[config.mk]
export PLATFORM = sky130hd
export DESIGN_NAME = result_reader
export DESIGN_NICKNAME = d
export VERILOG_FILES = /design/src/rtl/result_reader_pkg.sv /design/src/rtl/result_reader_word_serializer.sv /design/src/rtl/result_reader.sv
export SDC_FILE = /design/constraint.sdc
export NUM_CORES = 1
export LEC_CHECK = 0
export ABC_CLOCK_PERIOD_IN_PS = 3000
export CAP_MARGIN = 20
export CORE_MARGIN = 1.5
export CORE_UTILIZATION = 55
export DETAILED_ROUTE_END_ITERATION = 16
export PLACE_DENSITY = 0.85
export SLEW_MARGIN = 30
export SYNTH_ARGS = -nofsm -noshare
export SYNTH_HDL_FRONTEND = slang
export SYNTH_HIERARCHICAL = 1
export SYNTH_SLANG_ARGS = --single-unit
[constraint.sdc]
create_clock -name clk -period 3 [get_ports clk]
set_input_delay 0.75 -clock clk [delete_from_list [all_inputs] [get_ports clk]]
set_output_delay 0.75 -clock clk [all_outputs]
set_load 0.02 [all_outputs]
[src/rtl/result_reader_pkg.sv]
// Shared definitions for the result readout path: bus widths and FSM encoding.
package result_reader_pkg;

  localparam int ADDR_W         = 8;
  localparam int DATA_W         = 32;
  localparam int BYTES_PER_WORD = 4;
  localparam int IDX_W          = $clog2(BYTES_PER_WORD);

  typedef enum logic [2:0] {
    IDLE,
    REQ,
    WAIT,
    SEND,
    DONE
  } rd_state_t;

endpackage

[src/rtl/result_reader_word_serializer.sv]
// Splits one captured SRAM word into bytes, LSB first, under valid/ready handshake.
module word_serializer
  import result_reader_pkg::*;
(
  input  logic              clk,
  input  logic              rst,
  input  logic              load,
  input  logic [DATA_W-1:0] data,
  output logic [7:0]        byte_out,
  output logic              byte_valid,
  input  logic              byte_ready,
  output logic              word_done
);

  logic [DATA_W-1:0] shift_reg;
  logic [IDX_W-1:0]  idx;
  logic              valid;
  logic              xfer;
  logic              last;

  assign xfer = valid && byte_ready;
  assign last = (idx == IDX_W'(BYTES_PER_WORD - 1));

  always_ff @(posedge clk) begin
    if (rst) begin
      shift_reg <= '0;
      idx       <= '0;
      valid     <= 1'b0;
    end else if (load) begin
      shift_reg <= data;
      idx       <= '0;
      valid     <= 1'b1;
    end else if (xfer) begin
      shift_reg <= shift_reg >> 8;
      idx       <= idx + 1'b1;
      if (last) valid <= 1'b0;
    end
  end

  // Output straight from the register so the byte holds while stalled.
  assign byte_out   = shift_reg[7:0];
  assign byte_valid = valid;
  assign word_done  = xfer && last;

endmodule

[src/rtl/result_reader.sv]
// Reads NUM_WORDS words from SRAM starting at BASE_ADDR and streams them out bytewise.
module result_reader
  import result_reader_pkg::*;
#(
  parameter logic [ADDR_W-1:0] BASE_ADDR = 8'd0,
  parameter int                NUM_WORDS = 16
) (
  input  logic              clk,
  input  logic              rst,
  input  logic              rd_start,
  output logic              cs_n,
  output logic              we_n,
  output logic [ADDR_W-1:0] address,
  input  logic              ry,
  input  logic [DATA_W-1:0] read_data,
  output logic [7:0]        byte_out,
  output logic              byte_valid,
  input  logic              byte_ready,
  output logic              rd_busy,
  output logic              rd_done
);

  localparam logic [ADDR_W-1:0] LAST_WORD = ADDR_W'(NUM_WORDS - 1);

  rd_state_t         state, next_state;
  logic [ADDR_W-1:0] word_cnt;
  logic              load;
  logic              word_done;

  always_ff @(posedge clk) begin
    if (rst) state <= IDLE;
    else     state <= next_state;
  end

  always_comb begin
    next_state = state;
    case (state)
      IDLE: if (rd_start) next_state = REQ;
      REQ:  next_state = WAIT;
      WAIT: if (ry) next_state = SEND;
      SEND: if (word_done) next_state = (word_cnt == LAST_WORD) ? DONE : REQ;
      DONE: next_state = IDLE;
      default: next_state = IDLE;
    endcase
  end

  always_comb begin
    cs_n    = 1'b1;
    rd_busy = 1'b1;
    rd_done = 1'b0;
    load    = 1'b0;
    case (state)
      IDLE: rd_busy = 1'b0;
      REQ:  cs_n    = 1'b0;
      WAIT: load    = ry;
      DONE: rd_done = 1'b1;
      default: ;
    endcase
  end

  // Address is 8 bits wide, so the increment wraps FF -> 00 naturally.
  always_ff @(posedge clk) begin
    if (rst) begin
      word_cnt <= '0;
      address  <= BASE_ADDR;
    end else if (state == IDLE && rd_start) begin
      word_cnt <= '0;
      address  <= BASE_ADDR;
    end else if (state == SEND && word_done && word_cnt != LAST_WORD) begin
      word_cnt <= word_cnt + 1'b1;
      address  <= address + 1'b1;
    end
  end

  assign we_n = 1'b1;

  word_serializer u_ser (
    .clk        (clk),
    .rst        (rst),
    .load       (load),
    .data       (read_data),
    .byte_out   (byte_out),
    .byte_valid (byte_valid),
    .byte_ready (byte_ready),
    .word_done  (word_done)
  );

endmodule

Word-level counts from Yosys, hierarchy flattened:

Cells that the tools add are included.
W data, S select, Z words.

* logic and storage cells: 45
* output and inout port bits: 21
* register bits after elaboration: 54
* input bits: 37

* muxes and demuxes: 14
* reduce and logical (&&, ||, !) cells: 12
* add/sub/neg operators: 3
* eq/ne operators: 10

Operators with widths (count)
* $mux W32: 2
* $add A8 B1 Y8 const B: 2
* $mux W3: 4
* $pmux W3 S4: 1
* $eq A8 B4 Y1 const B: 1
* $ne A8 B4 Y1 const B: 1
* $mux W1: 7
* $eq A3 B2 Y1 const B: 2
* $ne A2 B2 Y1 const B: 3
* $logic_and A1 B1 Y1: 5
* $reduce_bool A2 Y1: 2
* $reduce_or A2 Y1: 2
* $eq A3 B1 Y1 const B: 1
* $eq A3 B3 Y1 const B: 1
* $logic_not A3 Y1: 1
* $reduce_and A3 Y1: 1
* $add A2 B1 Y2 const B: 1
* $eq A2 B2 Y1 const B: 1
* $reduce_and A2 Y1: 1

Depth between registers and ports, before layout:

* depth after elaboration: 4
* mapped depth: 8
* depth with buffers taken out: 6

Hierarchy:

The synthesis kept the hierarchy.

By module, submodules not included
* word_serializer: instances 1, cells each 193, area an instance 1876.8 um2, seq. area each 700.7 um2
* result_reader: instances 1, cells each 111, area an instance 1001.0 um2, seq. area each 380.4 um2

Worst setup path before layout:

OpenSTA, ideal clock, no wires.

* path type: in2reg
* from: input port byte_ready
* to: register address[7]
* library setup time: 0.124 ns
* stages on the path: 5
* arrival time: 1.831 ns
* path slack: 1.045 ns
* buffers on the path: 0
* data required time: 2.876 ns
* cells stage by stage: and3_1 nand4b_4 a2111oi_0 xnor2_1 nor2_1

* word-level cells in the longest chain between the ends: 4

RTL lines
* start, declared: RTL line result_reader.sv:18 `input logic byte_ready,`
* $logic_and A1 B1 Y1: RTL line result_reader_word_serializer.sv:21 `assign xfer = valid && byte_ready;`
* $logic_and A1 B1 Y1: RTL line result_reader_word_serializer.sv:43 `assign word_done = xfer && last;`
* $logic_and A1 B1 Y1 (2 in a row): RTL line result_reader.sv:69 `end else if (state == SEND && word_done && word_cnt != LAST_WORD) begin`
* end signal, assigned: RTL line result_reader.sv:71 `address <= address + 1'b1;`
* end, declared: RTL line result_reader.sv:13 `output logic [ADDR_W-1:0] address,`

No other way between the ends.
A chain may end at the register's enable or synchronous reset.

Final worst setup path:

* from: register state[1]
* to: output port rd_busy

* word-level cells in the longest chain between the ends: 2

RTL lines
* start, declared: RTL line result_reader.sv:25 `rd_state_t state, next_state;`
* start signal, assigned: RTL line result_reader.sv:32 `else state <= next_state;`
* $logic_not A3 Y1: RTL line result_reader.sv:52 `case (state)`
* $mux W1: RTL line result_reader.sv:52
* end, declared: RTL line result_reader.sv:19 `output logic rd_busy,`

No other way between the ends.

==> summary.txt <==
Run status
  – Status: finished clean

Hold path
  – Hold Crit Start: u_ser/shift_reg[30]$_SDFFE_PP0P_
  – WHS Endpoint: u_ser/shift_reg[30]$_SDFFE_PP0P_
  – Worst min-delay path category: reg -> reg
  – Min-Delay Path Depth: 2

Finish
  – Post-layout util: approximately 67%
  – Filler Cells Inserted: 430
  – Fraction of layout cells with a size suffix above 1: 16.4%
  – Antenna cells: 0
  – Max FFs per register: 32
  – Nets: around 380
  – Area growth syn-to-layout: 17.8%

Routing
  – DR pass1 iterations: 4
  – Total wire length: roughly 5.3 mm
  – DR WL/cell: about 13 um
  – Routed via count: 2208
  – Initial DRC count: about 190
  – Routed Antenna Nets: 0
  – Drt drc: 0
  – Vias per cell: 5.44

Setup path
  – Critical path class: reg -> out
  – Crit-path cells: or3_1, clkdlybuf4s50_1
  – Register-to-Register Path Depth: 6
  – Critical Path End Type: output pin
  – CP Depth: 2
  – Worst path required time: between 2 and 2.5 ns
  – Reg2reg end: address[5]$_SDFFE_PP0P_
  – Reg2Reg Launch Point: u_ser/idx[0]$_SDFFE_PP0P_
  – Worst Path Arrival: ~1.7 ns
  – CP top delay family: buffers and inverters
  – WP buf/inv: 1
  – Crit path max-delay cell type: clkdlybuf4s50_1
  – Flop2flop setup slack: about 1.0 ns
  – Worst path max stage delay: 0.55 ns
  – Setup crit start kind: register
  – Worst Path Max Fanout: 11

Die
  – Initial core utilization: a little under three fifths
  – # rows: 26
  – Die H: 75.3 um
  – I/O pins: 58
  – Die Wd: around 75 um
  – Core area: a little over 5000 um2
  – Die area: 5680 um2

Synth
  – Count leader, synth: dfxtp_1
  – Largest area contributor in the netlist: dfxtp_1
  – Synth unique cells: between 40 and 50
  – Synthesis-stage register bit count: 54
  – Synth Warn #: 6
  – Synth top area share: between 30% and 40%
  – Number of enable flip-flop cells after synthesis: 0
  – Top post-synthesis cells by area: dfxtp_1 (38%), a2111oi_2 (11%), nor3_2 (6.3%)
  – Mean Syn Cell Area: 9.47 um2
  – Synth top cells by count: dfxtp_1 (54), nor3_1 (34), inv_1 (26)
  – Synth Flop Type: dfxtp_1
  – Syn_nets: ~340
  – Asr flop ratio synth: 0%
  – Post-Synthesis Cell Area: around 2900 um2
  – Seq/Total Area, Yosys: 37.6%
  – Cells after synthesis: between 300 and 400

STA
  – Max Freq: 407 MHz
  – Worst setup margin: roughly 0.55 ns
  – Worst rel slew slack: between 50% and 60%
  – RSZ-0062 raised after global routing: false
  – Tmin final: 2.45 ns
  – Final period util: between 80% and 90%
  – Slew Limit Fails: 0
  – Worst Skew: 0.00555 ns
  – Setup TNS: 0 ns
  – Setup Viol. Count Final: 0
  – Hold violation total from the final report: 0
  – Worst slew pin tran: between 0.6 and 0.7 ns

Clock tree
  – CTS tree: done
  – # Post-CTS Setup Buffers: 0
  – CTS H-tree depth: 2
  – Number of gates resized after CTS: 0
  – Clock transition at path regs: 0.09 ns
  – Clock Tree Root: clkbuf_8
  – Clock Path Buffers: 2
  – Skew-Pair Late Insertion Delay: about 0.3 ns
  – Sink Count: 54
  – CTS Hold Bufs: 0
  – CTS Buf Count: 5

Global routing
  – Grt ovf: 0
  – All-Layer GR Usage: about a fifth
  – Largest net degree at the start of global routing: just over 90
  – Number of global-route vias before repair: 1956
  – Initial antenna violation count: 0
  – First-pass GRT wire length: ~8.7 mm

Place
  – Final HPWL DP: 3.65 mm
  – Routability Congestion: ~0.84
  – # port buffers: 56
  – Pre-CTS setup slack: around 0.25 ns

Pwr
  – Total power draw: approximately 1.6 mW
  – Cell area power density: about 470 nW/um2
  – Leak Pwr: between 1 and 1.5 nW
  – Worst vdd rail ir drop: ~0.00026 V

Run
  – Maxcap violations: 0
## layer usage
metal | routed length, um | track usage [%] | vias to the layer above
met2 | 2540 | 31.3 | 51
met3 | 221 | 4.76 | 4
li1 | - | - | 1138
met1 | 2520 | 27.5 | 1015
met4 | 55 | 4.17 | 0
met5 | 0 | 0 | -
## power by group
group	total [mW]	switching (mW)	internal, mW
sequential	0.825	0.0509	0.774
clock	0.376	0.214	0.161
combinational	0.389	0.195	0.194
total	1.59	0.461	1.13
## worst max-delay path by stage
| stage | from | endpoint | slack, ns |
|---|---|---|---|
| final | state[1]$_SDFFE_PP0P_ | rd_busy | 0.55 |
| after detailed placement | byte_ready | address[5]$_SDFFE_PP0P_ | 0.25 |
| after global placement | byte_ready | address[5]$_SDFFE_PP0P_ | 0.39 |
| after CTS | state[1]$_SDFFE_PP0P_ | rd_busy | 0.54 |
| after global routing | byte_ready | address[5]$_SDFFE_PP0P_ | 0.37 |
| after floorplan | byte_ready | address[7]$_SDFFE_PP0P_ | 1.05 |
## placed cells by master, fill, tap and decap left out, drive strengths merged, types with 2 or more instances in the layout
cell type / netlist / routed
a21oi: 11 / 11
inv: 26 / 26
nand2b: 2 / 2
dfxtp: 54 / 54
nor2: 21 / 21
xor2: 4 / 4
and2: 2 / 2
and3: 2 / 2
buf: 29 / 4
xnor2: 10 / 10
ha: 3 / 3
a2111oi: 28 / 28
mux2i: 3 / 3
clkbuf: 5 / 7
o2111ai: 2 / 2
nand2: 13 / 13
nand3: 3 / 3
nand3b: 9 / 9
o21ai: 3 / 3
nand4: 5 / 5
a31oi: 2 / 2
a211oi: 2 / 2
nor3: 52 / 52
clkdlybuf4s50: 0 / 55
## worst reg2reg max path, cell delays in order (launching register included)
cell	delay [ns]
dfxtp_1	0.36
ha_1	0.17
and3_1	0.32
nand4b_4	0.18
a2111oi_0	0.59
xnor2_1	0.19
nor2_1	0.05
## kinds of logic after synthesis
logic type      Yosys count  synth area share, %
flops                    54                 37.6
mux                       3                 1.04
xor+xnor                 14                 4.26
fa+ha+maj                 3                 1.30
simple gates            117                 24.9
other cells               1                0.130
buf+inv                  60                 12.1
compound gates           52                 18.7
## through the flow
| step | instance area (um2) | cells | hold slack [ns] |
|---|---|---|---|
| floorplan | 2880 | 304 | 0.461 |
| global route | 3390 | 406 | 0.514 |
| finish | 3390 | 406 | 0.489 |
| global placement | 3310 | 399 | 0.470 |
| detailed placement | 3310 | 399 | 0.473 |
| CTS | 3390 | 406 | 0.487 |
## area by class of cell
type	count	area, um2	area share (%)
multi-input cells	190	1460	43.0
flip-flops and latches	54	1080	31.9
repair buffers	59	591	17.4
inverters	26	97.6	2.88
well taps	70	87.6	2.58
clock buffers	7	76.3	2.25
Note: power is estimated with default switching activity, not from simulation.
